==> src/rtl/mult_seq_ctrl.sv <==
// mult_seq_ctrl: sequencer for an unsigned shift-add multiplier that drives
// an external 2W-bit product register with independent high/low loads.
//
// Ports:
//   clk        : system clock, all state on the rising edge
//   clear_n    : asynchronous active-low reset
//   start      : multiply request, sampled only in IDLE
//   mcand      : multiplicand, latched on an accepted start
//   mplier     : multiplier, latched on an accepted start
//   abort      : synchronous cancel, honoured in every state
//   prod_q     : product register readback
//   prod_inh   : data for the product high half
//   prod_inl   : data for the product low half
//   prod_loadh : high-half load enable
//   prod_loadl : low-half load enable
//   prod_clear : registered clear pulse to the product register
//   busy       : high from the accepted start until DONE
//   done       : one-cycle pulse, product valid on prod_q
module mult_seq_ctrl #(
    parameter int W  = 8,
    parameter int CW = 4
) (
    input  logic           clk,
    input  logic           clear_n,
    input  logic           start,
    input  logic [W-1:0]   mcand,
    input  logic [W-1:0]   mplier,
    input  logic           abort,
    input  logic [2*W-1:0] prod_q,
    output logic [W-1:0]   prod_inh,
    output logic [W-1:0]   prod_inl,
    output logic           prod_loadh,
    output logic           prod_loadl,
    output logic           prod_clear,
    output logic           busy,
    output logic           done
);

    typedef enum logic [1:0] {
        S_IDLE,
        S_INIT,
        S_CALC,
        S_DONE
    } state_t;

    localparam logic [CW-1:0] LAST = CW'(W - 1);

    state_t        r_state;
    state_t        w_next;
    logic [CW-1:0] r_count;
    logic [W-1:0]  r_mcand;
    logic [W-1:0]  r_mplier;
    logic          r_clear;
    logic          w_accept;
    logic          w_step;
    logic [W:0]    w_sum;

    // abort outranks a start presented in the same IDLE cycle
    assign w_accept = (r_state == S_IDLE) && start && !abort;
    assign w_step   = (r_state == S_CALC) && !abort;

    // Conditional add into the high half; the carry lands in bit W and is
    // shifted straight back into the high half, so no carry flop is needed.
    assign w_sum = prod_q[0]
                 ? {1'b0, prod_q[2*W-1:W]} + {1'b0, r_mcand}
                 : {1'b0, prod_q[2*W-1:W]};

    assign prod_clear = r_clear;

    always_ff @(posedge clk or negedge clear_n) begin
        if (!clear_n) begin
            r_state  <= S_IDLE;
            r_count  <= '0;
            r_mcand  <= '0;
            r_mplier <= '0;
            r_clear  <= 1'b1;
        end else begin
            r_state <= w_next;
            // one-cycle clear pulse follows every abort edge
            r_clear <= abort;
            if (w_accept) begin
                r_mcand  <= mcand;
                r_mplier <= mplier;
                r_count  <= '0;
            end else if (w_step) begin
                r_count <= r_count + CW'(1);
            end
        end
    end

    always_comb begin
        w_next     = r_state;
        prod_inh   = '0;
        prod_inl   = '0;
        prod_loadh = 1'b0;
        prod_loadl = 1'b0;
        busy       = 1'b0;
        done       = 1'b0;
        unique case (r_state)
            S_IDLE: begin
                if (w_accept) begin
                    w_next = S_INIT;
                end
            end
            S_INIT: begin
                busy       = 1'b1;
                prod_loadh = 1'b1;
                prod_loadl = 1'b1;
                prod_inl   = r_mplier;
                w_next     = S_CALC;
            end
            S_CALC: begin
                busy       = 1'b1;
                prod_loadh = 1'b1;
                prod_loadl = 1'b1;
                prod_inh   = w_sum[W:1];
                prod_inl   = {w_sum[0], prod_q[W-1:1]};
                if (r_count == LAST) begin
                    w_next = S_DONE;
                end
            end
            S_DONE: begin
                done   = 1'b1;
                w_next = S_IDLE;
            end
            default: begin
                w_next = S_IDLE;
            end
        endcase
        // cancel: no register writes and no done in the abort cycle
        if (abort) begin
            w_next     = S_IDLE;
            prod_loadh = 1'b0;
            prod_loadl = 1'b0;
            prod_inh   = '0;
            prod_inl   = '0;
            done       = 1'b0;
        end
    end

endmodule

==> config.mk <==
export PLATFORM = sky130hd
export DESIGN_NAME = mult_seq_ctrl
export DESIGN_NICKNAME = d
export VERILOG_FILES = /design/src/rtl/mult_seq_ctrl.sv
export SDC_FILE = /design/constraint.sdc
export NUM_CORES = 1
export LEC_CHECK = 0
export ABC_AREA = 1
export CAP_MARGIN = 20
export CELL_PAD_IN_SITES_DETAIL_PLACEMENT = 1
export CELL_PAD_IN_SITES_GLOBAL_PLACEMENT = 1
export CORE_UTILIZATION = 23
export CTS_BUF_LIST = sky130_fd_sc_hd__clkbuf_8
export DETAILED_ROUTE_END_ITERATION = 10
export DONT_BUFFER_PORTS = 1
export PLACE_DENSITY = 0.58
export SKIP_CTS_REPAIR_TIMING = 1
export SLEW_MARGIN = 10
export SYNTH_ARGS = -nofsm -noshare
export SYNTH_HDL_FRONTEND = slang
export SYNTH_SLANG_ARGS = --single-unit
==> constraint.sdc <==
create_clock -name clk -period 3.06 [get_ports clk]
set_input_delay 0.765 -clock clk [delete_from_list [all_inputs] [get_ports clk]]
set_output_delay 0.765 -clock clk [all_outputs]
set_load 0.01 [all_outputs]
==> results.json <==
{
  "status": "finished clean",
  "cts_max_path_buffers": 2,
  "syn_avg_cell_area_um2": 6.87,
  "async_flop_share_pct": 100,
  "initial_core_util_pct": 23.9,
  "final_max_slew_viol_count": 0,
  "final.setup.tns_ns": 0,
  "path_class": "in -> out",
  "design_area_um2": 1780,
  "hold_ws_ns": 0.182,
  "initialDrtViolationCount": 26,
  "syn_area_um2": 1640,
  "synth_top_cell_area_share_pct": 33.7,
  "postPlaceCellArea_um2": 1730,
  "grt_pass1_wl_um": 7060,
  "crit_arrival_ns": 2.07,
  "cts_tree": "yes",
  "final_core_util_pct": 26.0,
  "firstDrtPassIters": 4,
  "slew_headroom_pct": 73.0,
  "synth_cell_types": 30,
  "hold_viol": 0,
  "critPathMaxStageDelay_ns": 0.39,
  "syn_nets": 289,
  "syn2layout_area_growth_pct": 8.57,
  "synthTopCellsByArea": "dfrtp_1 (34%), nand2_1 (22%), ha_1 (11%)",
  "cp-end-kind": "output pin",
  "synth-seq-area-share_pct": 35.3,
  "cts-buffers-inserted": 3,
  "start_kind": "input port",
  "fin_crit_sh_pct": 92.6,
  "yosys_register_bits": 23,
  "yosys_warnings": 0,
  "synth_edf_count": 0,
  "vias": 1442,
  "wl_um": 4270,
  "port-buffer-count": 0,
  "synthTopCellsByCount": "nand2_1 (94), dfrtp_1 (22), inv_1 (22), nor2_1 (19)",
  "die-height_um": 86.3,
  "rsz0062_at_grt": "no",
  "fp.coreArea_um2": 6830,
  "worstSkewPairLatency_ns": 0.27,
  "path_clk_slew_ns": 0.09,
  "maxCapViolCount": 0,
  "cts.sinks": 23,
  "clock.fmax_mhz": 353,
  "worstMarginPinSlew_ns": 0.402,
  "cp_slowest_cell": "fa_1",
  "path_cells": "ha_1, inv_1, fa_1, inv_1, nand2_1, nand2_1, and2_4, nand4_1, a21oi_1",
  "power_density_nw_per_um2": 789,
  "final_nets": 289,
  "gr-total-overflow": 0,
  "track_usage_pct": 12.1,
  "clock_skew_ns": 0.00159,
  "yosysMostFrequentCell": "nand2_1",
  "antenna_found_initial": 0,
  "fp.dieArea_um2": 7450,
  "hold_class": "in -> async",
  "finalCriticalPeriod_ns": 2.83,
  "p_leak_uw": 0.000934,
  "required_ns": 2.29,
  "synth-main-ff-cell": "dfrtp_1",
  "n_fill_cell": 890,
  "post_drt_wl_per_cell_um": 12.8,
  "ctsHtreeMaxLevel": 1,
  "drive_gt1_share_pct": 6.33,
  "die_w_um": 86.3,
  "synthCells": 238,
  "finalSetupViolCount": 0,
  "io_pins": 57,
  "cts-root-buf": "clkbuf_8",
  "detailed_place_hpwl_um": 3340,
  "dp_slack_ns": 0.220,
  "crit_path_max_fanout": 3,
  "n_antenna_cell": 0,
  "viasPerCell": 4.33,
  "drc": 0,
  "synth_top_area_cell": "dfrtp_1",
  "fp-row-count": 30,
  "setup_ws_ns": 0.228,
  "ant_nets": 0,
  "place.gp.congestion": 0.736,
  "grt_max_degree": 24,
  "peakVddDrop_mv": 0.233,
  "grt_pass1_vias": 1472
}
-- cell type report --
cell class	instances	area, um2	share of cell area, %
well taps	96	120	6.77
clock inverters	1	3.75	0.211
repair buffers	2	15.0	0.846
clock buffers	3	41.3	2.33
flip-flops and latches	23	577	32.5
inverters	30	113	6.34
multi-input cells	178	906	51.0
-- layout by cell type, fill, tap and decap left out, types with 2 or more instances in the layout --
| master | netlist | layout |
|---|---|---|
| nand2_1 | 94 | 94 |
| inv_1 | 22 | 23 |
| dfrtp_1 | 22 | 22 |
| nor2_1 | 19 | 19 |
| a21oi_1 | 14 | 14 |
| ha_1 | 14 | 14 |
| nand3_1 | 10 | 10 |
| o21ai_1 | 10 | 10 |
| inv_2 | 6 | 6 |
| clkbuf_8 | 0 | 3 |
| or2_1 | 2 | 2 |
| clkinv_1 | 2 | 2 |
| nand3b_1 | 2 | 2 |
| buf_4 | 2 | 2 |
-- state kept, by name, indices dropped and copies added, names as in the netlist --
signal,flops
r_state,2
prod_clear,1
r_mplier,8
r_count,4
r_mcand,8
-- path summary, 6_finish.rpt --
path | end | slack (ns) | cells after the start | startpoint
worst max register to register | r_state[1] | 1.48 | 8 | r_state[0]
worst max-delay path | prod_inh[7] | 0.23 | 9 | prod_q[8]
max in group asynchronous | prod_clear | 2.71 | 0 | clear_n
worst min register to register | r_mplier[4] | 0.49 | 2 | r_mplier[4]
worst min-delay path | r_state[1] | 0.18 | 0 | clear_n
min in group clk | prod_clear | 0.48 | 0 | abort
-- where the power goes --
part | internal [uW] | switching [uW]
Combinational | 269 | 433
Sequential | 426 | 78.9
Clock | 89.8 | 104
-- worst max-delay path, delay by kind of cell --
family	cells	cell delay, ns
AO/OA/AOI/OAI	1	0.29
adder cells (fa/ha/maj)	2	0.53
buffers and inverters	2	0.12
AND/OR/NAND/NOR	4	0.35
-- logic make-up (layout without fill, tap and decap cells) --
| logic type | after synthesis | in the layout | synth area share [%] |
|---|---|---|---|
| AOI/OAI and AO/OA | 29 | 29 | 9.56 |
| xor gates and xnor gates | 1 | 1 | 0.536 |
| adders and majority gates | 15 | 15 | 11.9 |
| buffers and inverters | 37 | 36 | 9.33 |
| DFF | 23 | 23 | 35.3 |
| and+or+nand+nor | 133 | 133 | 33.4 |
-- routing by layer --
| layer | wire, um | share of wire (%) | vias to the layer above | GRT usage (%) |
|---|---|---|---|---|
| li1 | - | - | 737 | - |
| met1 | 2110 | 49 | 667 | 15.9 |
| met2 | 1970 | 46 | 34 | 20.5 |
| met3 | 151 | 3.5 | 4 | 2.29 |
| met4 | 45 | 1.1 | 0 | 3.18 |
| met5 | 0 | 0 | - | 0 |
-- metrics by stage --
step / cells / total power [uW]
5_1_grt: 333 / 1560
3_5_place_dp: 329 / 1230
3_3_place_gp: 329 / 1220
6_report: 333 / 1400
4_1_cts: 333 / 1430
2_1_floorplan: 238 / 1070
Power figures use the tool's default switching activity.
